## src/rtl/fp_accum_sequencer.sv

```systemverilog
// Reduces a stream of single-precision words to one sum through an external
// stb/ack adder. Build with NAN_SHORTCUT_EN to short-circuit runs containing a NaN.
module fp_accum_sequencer #(
  parameter int unsigned WIDTH = 32,
  parameter int unsigned LEN_W = 8
) (
  input  logic             clk,
  input  logic             rst,
  input  logic             start,
  input  logic [LEN_W-1:0] len,
  input  logic [WIDTH-1:0] in_data,
  input  logic             in_valid,
  output logic             in_ready,
  output logic             busy,
  output logic [WIDTH-1:0] sum,
  output logic             sum_valid,
  output logic [WIDTH-1:0] adder_a,
  output logic             adder_a_stb,
  input  logic             adder_a_ack,
  output logic [WIDTH-1:0] adder_b,
  output logic             adder_b_stb,
  input  logic             adder_b_ack,
  input  logic [WIDTH-1:0] adder_z,
  input  logic             adder_z_stb,
  output logic             adder_z_ack
);

  typedef enum logic [2:0] {IDLE, LOAD, FETCH, SEND, WAIT_Z, DONE} state_t;

  state_t           state_q, state_d;
  logic [LEN_W-1:0] cnt_q, cnt_d;
  logic [WIDTH-1:0] acc_q, acc_d;
  logic             a_done_q, a_done_d, b_done_q, b_done_d;
  logic             in_ready_q, in_ready_d, busy_q, busy_d;
  logic [WIDTH-1:0] sum_q, sum_d;
  logic             sum_valid_q, sum_valid_d;
  logic [WIDTH-1:0] adder_a_q, adder_a_d, adder_b_q, adder_b_d;
  logic             adder_a_stb_q, adder_a_stb_d, adder_b_stb_q, adder_b_stb_d;
  logic             adder_z_ack_q, adder_z_ack_d;
  logic             in_acc, a_xfer, b_xfer, z_xfer, issue;

`ifdef NAN_SHORTCUT_EN
  logic nan_q, nan_d;

  function automatic logic is_nan(input logic [WIDTH-1:0] w);
    return (w[30:23] == '1) && (w[22:0] != '0);
  endfunction
`endif

  always_comb begin
    state_d       = state_q;
    cnt_d         = cnt_q;
    acc_d         = acc_q;
    a_done_d      = a_done_q;
    b_done_d      = b_done_q;
    busy_d        = busy_q;
    sum_d         = sum_q;
    sum_valid_d   = 1'b0;
    adder_a_d     = adder_a_q;
    adder_b_d     = adder_b_q;
    adder_a_stb_d = adder_a_stb_q;
    adder_b_stb_d = adder_b_stb_q;
    adder_z_ack_d = adder_z_ack_q;
    in_acc        = in_valid && in_ready_q;
    a_xfer        = adder_a_stb_q && adder_a_ack;
    b_xfer        = adder_b_stb_q && adder_b_ack;
    z_xfer        = adder_z_stb && adder_z_ack_q;
    issue         = in_acc;
`ifdef NAN_SHORTCUT_EN
    nan_d         = nan_q;
    issue         = in_acc && !nan_q;
`endif

    if (a_xfer) adder_a_stb_d = 1'b0;
    if (b_xfer) adder_b_stb_d = 1'b0;

    unique case (state_q)
      IDLE: begin
        busy_d = 1'b0;
        if (start) begin
          busy_d  = 1'b1;
          cnt_d   = len;
          acc_d   = '0;
          state_d = (len == '0) ? DONE : LOAD;
`ifdef NAN_SHORTCUT_EN
          nan_d   = 1'b0;
`endif
        end
      end
      LOAD: begin
        if (in_acc) begin
          acc_d   = in_data;
          cnt_d   = cnt_q - LEN_W'(1);
          state_d = (cnt_q == LEN_W'(1)) ? DONE : FETCH;
`ifdef NAN_SHORTCUT_EN
          nan_d   = is_nan(in_data);
`endif
        end
      end
      FETCH: begin
        if (issue) begin
          adder_a_d     = acc_q;
          adder_b_d     = in_data;
          adder_a_stb_d = 1'b1;
          adder_b_stb_d = 1'b1;
          a_done_d      = 1'b0;
          b_done_d      = 1'b0;
          state_d       = SEND;
        end
`ifdef NAN_SHORTCUT_EN
        // The element that first raises the flag still goes out as an add;
        // only later elements are merely counted.
        if (in_acc) begin
          nan_d = nan_q | is_nan(in_data);
          if (nan_q) begin
            cnt_d = cnt_q - LEN_W'(1);
            if (cnt_q == LEN_W'(1)) state_d = DONE;
          end
        end
`endif
      end
      SEND: begin
        a_done_d = a_done_q | a_xfer;
        b_done_d = b_done_q | b_xfer;
        if (a_done_d && b_done_d) begin
          adder_z_ack_d = 1'b1;
          state_d       = WAIT_Z;
        end
      end
      WAIT_Z: begin
        if (z_xfer) begin
          acc_d         = adder_z;
          cnt_d         = cnt_q - LEN_W'(1);
          adder_z_ack_d = 1'b0;
          state_d       = (cnt_q == LEN_W'(1)) ? DONE : FETCH;
        end
      end
      DONE: begin
        sum_d       = acc_q;
`ifdef NAN_SHORTCUT_EN
        if (nan_q) sum_d = WIDTH'(32'h7FC0_0000);
`endif
        sum_valid_d = 1'b1;
        state_d     = IDLE;
      end
      default: state_d = IDLE;
    endcase

    in_ready_d = (state_d == LOAD) || (state_d == FETCH);
  end

  always_ff @(posedge clk or posedge rst) begin
    if (rst) begin
      state_q       <= IDLE;
      cnt_q         <= '0;
      acc_q         <= '0;
      a_done_q      <= 1'b0;
      b_done_q      <= 1'b0;
      in_ready_q    <= 1'b0;
      busy_q        <= 1'b0;
      sum_q         <= '0;
      sum_valid_q   <= 1'b0;
      adder_a_q     <= '0;
      adder_b_q     <= '0;
      adder_a_stb_q <= 1'b0;
      adder_b_stb_q <= 1'b0;
      adder_z_ack_q <= 1'b0;
`ifdef NAN_SHORTCUT_EN
      nan_q         <= 1'b0;
`endif
    end else begin
      state_q       <= state_d;
      cnt_q         <= cnt_d;
      acc_q         <= acc_d;
      a_done_q      <= a_done_d;
      b_done_q      <= b_done_d;
      in_ready_q    <= in_ready_d;
      busy_q        <= busy_d;
      sum_q         <= sum_d;
      sum_valid_q   <= sum_valid_d;
      adder_a_q     <= adder_a_d;
      adder_b_q     <= adder_b_d;
      adder_a_stb_q <= adder_a_stb_d;
      adder_b_stb_q <= adder_b_stb_d;
      adder_z_ack_q <= adder_z_ack_d;
`ifdef NAN_SHORTCUT_EN
      nan_q         <= nan_d;
`endif
    end
  end

  assign in_ready    = in_ready_q;
  assign busy        = busy_q;
  assign sum         = sum_q;
  assign sum_valid   = sum_valid_q;
  assign adder_a     = adder_a_q;
  assign adder_b     = adder_b_q;
  assign adder_a_stb = adder_a_stb_q;
  assign adder_b_stb = adder_b_stb_q;
  assign adder_z_ack = adder_z_ack_q;

endmodule
```

## config.mk

```make
export PLATFORM = sky130hd
export DESIGN_NAME = fp_accum_sequencer
export DESIGN_NICKNAME = d
export VERILOG_FILES = /design/src/rtl/fp_accum_sequencer.sv
export SDC_FILE = /design/constraint.sdc
export NUM_CORES = 1
export LEC_CHECK = 0
export CORE_MARGIN = 3
export CORE_UTILIZATION = 47
export CTS_CLUSTER_SIZE = 8
export DETAILED_ROUTE_END_ITERATION = 10
export PLACE_DENSITY = 0.9
export SLEW_MARGIN = 30
export SYNTH_ARGS = -nofsm -noshare
export SYNTH_HDL_FRONTEND = slang
export SYNTH_SLANG_ARGS = --single-unit
```

## constraint.sdc

```tcl
create_clock -name clk -period 7.14 [get_ports clk]
set_input_delay 1.785 -clock clk [delete_from_list [all_inputs] [get_ports clk]]
set_output_delay 1.785 -clock clk [all_outputs]
set_load 0.01 [all_outputs]
```

Word-level counts from Yosys, hierarchy flattened:

Index checks and enable logic that the tools add are counted.

* flip-flop bits (word level): 147
* input port bits: 79
* output and inout bits: 102
* word-level logic and storage cells: 75

* $add $sub $neg: 1
* equality and inequality tests: 13
* multiplexer cells: 30
* bitwise gates (word level): 2
* reductions and logical operators: 15

Operators by type and width (number)
* 32-bit 2-to-1 mux: 3
* 32-bit one-hot mux with 3 select lines: 1
* 8-bit 2-to-1 mux: 3
* 8-bit one-hot mux with 3 select lines: 1
* 3-bit 2-to-1 mux: 7
* 3-bit one-hot mux with 5 select lines: 1
* 1-bit 2-to-1 mux: 11
* 2-bit inequality test (second input constant): 5
* 3-bit by 2-bit == test with 1-bit output (second input constant): 3
* 8-bit by 1-bit == test with 1-bit output (second input constant): 1
* 8-bit logical NOT: 1
* 8-bit by 1-bit subtractor with 8-bit output (second input constant): 1
* 3-bit by 1-bit == test with 1-bit output (second input constant): 2
* 3-bit == test (second input constant): 2
* 1-bit one-hot mux with 2 select lines: 3
* 1-bit logical AND: 5
* 2-bit AND reduction: 2
* 4-bit AND reduction: 1
* 2-bit nonzero test: 2
* 3-bit logical NOT: 1
* 3-bit AND reduction: 1
* 3-bit nonzero test: 1
* 1-bit OR: 2
* 1-bit logical OR: 1

Logic depth before layout (Yosys ltp):

* word-level depth: 7
* gate-level depth with buffers: 8

Worst setup path after synthesis:

OpenSTA, ideal clock, no wires.

* path kind: in2reg
* start point: in len[6]
* end point: reg in_ready_q (netlist: in_ready)
* library setup time: 129 ps
* arrival: 2920 ps
* required time: 7011 ps
* path slack: 4091 ps
* stages: 5
* path buffers: 0
* cell sequence: or4_1 > nor4_1 > a41oi_1 > o221ai_1 > nor2b_4

* cells in the longest elaborated chain, start to end: 6
* elaborated cells on any way between the ends: 7
* classes of those cells: eq/ne: 2; mux: 3; reduce/logical: 2

RTL lines
* start: declaration: line 10 `input logic [LEN_W-1:0] len,`
* 8-bit logical NOT (*): line 84 `state_d = (len == '0) ? DONE : LOAD;`
* 3-bit 2-to-1 mux (*): line 84
* 3-bit 2-to-1 mux (*): line 80 `if (start) begin`
* 3-bit one-hot mux with 5 select lines (*): line 77 `unique case (state_q)`
* via state_d[2]: line 30 `state_t state_q, state_d;`
* 3-bit by 1-bit == test with 1-bit output / 3-bit by 2-bit == test with 1-bit output (equally long branches): line 149 `in_ready_d = (state_d == LOAD) || (state_d == FETCH);`
* 1-bit logical OR (*): line 149
* via in_ready_d: line 34 `logic in_ready_q, in_ready_d, busy_q, busy_d;`
* end signal: assignment: line 177 `in_ready_q <= in_ready_d;`
* end: declaration: line 34

Mark *: on every way through the listed nets, which the timed path passes. The rest lies on a longest branch.
A chain may end at the register's enable or synchronous reset.

Final worst setup path:

* start point: in in_valid
* end point: reg acc_q[19]

* cells in the longest elaborated chain, start to end: 3

RTL lines
* start: declaration: line 12 `input logic in_valid,`
* 1-bit logical AND: line 64 `in_acc = in_valid && in_ready_q;`
* 2-bit inequality test (no source line)
* 4-bit AND reduction (no source line)
* end signal: assignment: line 156 `acc_q <= '0;`
* end signal: assignment: line 174 `acc_q <= acc_d;`
* end: declaration: line 32 `logic [WIDTH-1:0] acc_q, acc_d;`

No other way between the ends.

==> summary.txt <==
Run status
  – Status: complete, no violations

Timing
  – Final WS setup: 3.72 ns
  – Slew Limit Fails: 0
  – Setup Viol. Count Final: 0
  – Final Hold Fails: 0
  – RSZ-0062 raised after global routing: no
  – Setup TNS: 0 ns
  – Tmin final: 3.42 ns
  – Period utilisation layout: 47.9%
  – Worst Tran Pin Value: 0.825 ns
  – Fmax achieved: 0.293 GHz
  – Slew margin rel.: 44.9%
  – Max Clock Skew: 0.00887 ns

GRT
  – Number of global-route vias before repair: 5358
  – Antenna violations before repair: 0
  – First-pass GRT wire length: 26600 um
  – Largest net degree at the start of global routing: 89
  – GRT Util Overall: 23.6%
  – Remaining global-route overflow: 0

Die
  – Die span in y: 120 um
  – Boundary pin count: 181
  – Die ar.: 14400 um2
  – FP Rows: 41
  – Die span in x: 120 um
  – Initial Util: 48.2%
  – Core area: 12700 um2

Yosys
  – Mean Syn Cell Area: 9.03 um2
  – Sequential area share after synthesis: 60.2%
  – Synth warnings: 0
  – Area contributors post-synth: dfrtp_1, nand2_1, a22oi_1, o21ai_0, clkbuf_1
  – Library cells used by synthesis: 49
  – Post-synth EDFFs: 0
  – Post-synth top area share: 60.2%
  – Synth top cells by count: nand2_1, dfrtp_1, o21ai_0, a22oi_1, clkbuf_1
  – Synth area leader: dfrtp_1
  – Top-count cell post-synth: nand2_1
  – Syn_nets: 757
  – Post-Syn Instances: 676
  – Post-synth ARST share: 100%
  – Post-Synthesis Cell Area: 6110 um2
  – Top_reg_cell synth: dfrtp_1
  – Seq cells post-synth: 147

Worst setup path
  – Kind of critical path: in -> reg
  – Setup crit end kind: register
  – Worst Path Required: 7.42 ns
  – Critical R2R Capture: sum[5]$_DFFE_PP0P_
  – Worst setup SP type: input port
  – Worst reg-to-reg path cell count: 4
  – Worst EP arrival: 3.70 ns
  – FF-to-FF Start: state_q[0]$_DFF_PP0_
  – R2r setup slk: 4.47 ns
  – Critical path fanouts, max: 48

CTS
  – H-tree level count: 4
  – Post-CTS Setup Bufs: 0
  – Cts bufs inserted: 17
  – TritonCTS clock tree: built
  – Root Buffer: clkbuf_16
  – Hold-fix buffers, CTS: 0
  – Clock Latency Late Sink: 0.43 ns
  – Clock tree sinks: 147
  – Clock Tree Buf Depth: 2
  – Clk slew on worst S/H paths: 0.06 ns
  – Post_cts resized: 0

Worst hold path
  – Worst Hold End: adder_a[31]$_DFFE_PP0P_
  – Hold Startpoint: adder_a[31]$_DFFE_PP0P_
  – WHS Path Cells: 2
  – Min-Delay Path Class: reg -> reg

Drt
  – Drt wl/cell: 16.0 um
  – WL final: 16500 um
  – Via/cell ratio: 5.21
  – Vias: 5347
  – DRC violation count after routing: 0
  – Pre-antenna DRT Iters: 6
  – Remaining antenna violation count: 0
  – DRT iter0 DRCs: 414

Power
  – Power per cell area: 426 nW/um2
  – Leak Pwr: 4.16 nW
  – Worst vdd ir: 0.224 mV

Final layout
  – Inserted Diodes: 0
  – Multi-input logic area: 2260 um2
  – Post-route insts no fill: 1027
  – Syn-to-layout area delta: 42.1%
  – Layout cell share with drive strength beyond 1: 6.43%
  – Fin nets: 923
  – Filler instances: 974
  – FF/Latch Area: 3680 um2
  – Final core occ: 68.5%

Placed design
  – DP Wirelength: 10900 um
  – Place WS: 3.30 ns
  – IO buf count: 180
  – # placed instances: 995
  – RePlAce Congestion: 0.818

Flow run
  – Max-cap violations: 0
power by group:
group	total [mW]	internal, mW	switching (mW)
Combinational	1.34	0.660	0.678
Clock	0.940	0.593	0.347
Sequential	1.41	1.16	0.251
critical path: stages:
cell,delay [ns]
clkdlybuf4s50_1,0.46
nand3_1,0.14
a21o_1,0.12
a21o_2,0.47
buf_4,0.49
o21ai_0,0.18
sequential cells by signal, indices dropped and copies added, names as in the netlist, 3 cells and up:
register / cells
acc_q: 32
adder_a: 32
cnt_q: 8
state_q: 3
adder_b: 32
sum: 32
worst max path at each step:
stage | slack [ns] | cells after the start | to | start
after detailed placement | 3.30 | 6 | acc_q[0]$_DFFE_PP0P_ | in_valid
after global routing | 3.52 | 6 | acc_q[28]$_DFFE_PP0P_ | in_valid
after global placement | 3.07 | 6 | adder_a[10]$_DFFE_PP0P_ | in_valid
final | 3.72 | 6 | acc_q[19]$_DFFE_PP0P_ | in_valid
after CTS | 3.73 | 6 | acc_q[28]$_DFFE_PP0P_ | in_valid
after floorplan | 1.40 | 1 | a_done_q$_DFFE_PP0P_ | rst
through the flow:
| stage | instance area, um2 | hold slack [ns] | total power, mW |
|---|---|---|---|
| after floorplan | 6110 | 0.452 | 2.06 |
| after global placement | 8040 | 0.456 | 2.70 |
| after detailed placement | 8050 | 0.461 | 2.76 |
| after CTS | 8670 | 0.476 | 3.72 |
| after global routing | 8680 | 0.496 | 3.92 |
| final | 8680 | 0.474 | 3.69 |
layer usage:
metal | wire length [um] | track usage (%)
met1 | 7010 | 30.1
met2 | 8080 | 39.1
met3 | 1100 | 6.64
met4 | 265 | 7.59
met5 | 0 | 0
layout make-up:
cell class	count	share of cell area [%]
Sequential cell	147	42.4
Multi-Input combinational cell	481	26.1
Timing Repair Buffer	187	21.4
Clock buffer	19	5.10
Tap cell	172	2.48
Clock inverter	13	2.12
Inverter	8	0.404
kinds of logic (layout without fill, tap and decap cells):
kind of cell / after synthesis / count (layout) / synth area share [%]
and+or+nand+nor: 368 / 368 / 24.3
DFF: 147 / 147 / 60.2
AOI/OAI and AO/OA: 110 / 110 / 11.7
buffers and inverters: 48 / 227 / 3.18
adders and majority gates: 2 / 2 / 0.410
xor gates and xnor gates: 1 / 1 / 0.143
layout by cell type (no fill, tap or decap), types with 4 or more instances in the layout:
cell,Yosys,final
a21oi_1,7,7
a22oi_1,33,33
buf_4,1,6
bufinv_16,0,4
clkbuf_16,0,17
clkdlybuf4s50_1,0,180
dfrtp_1,147,147
inv_1,8,6
nand2_1,330,330
nor2_1,10,9
nor3_1,5,5
o21ai_0,46,46
No activity file was read; power rests on OpenSTA's default activity.
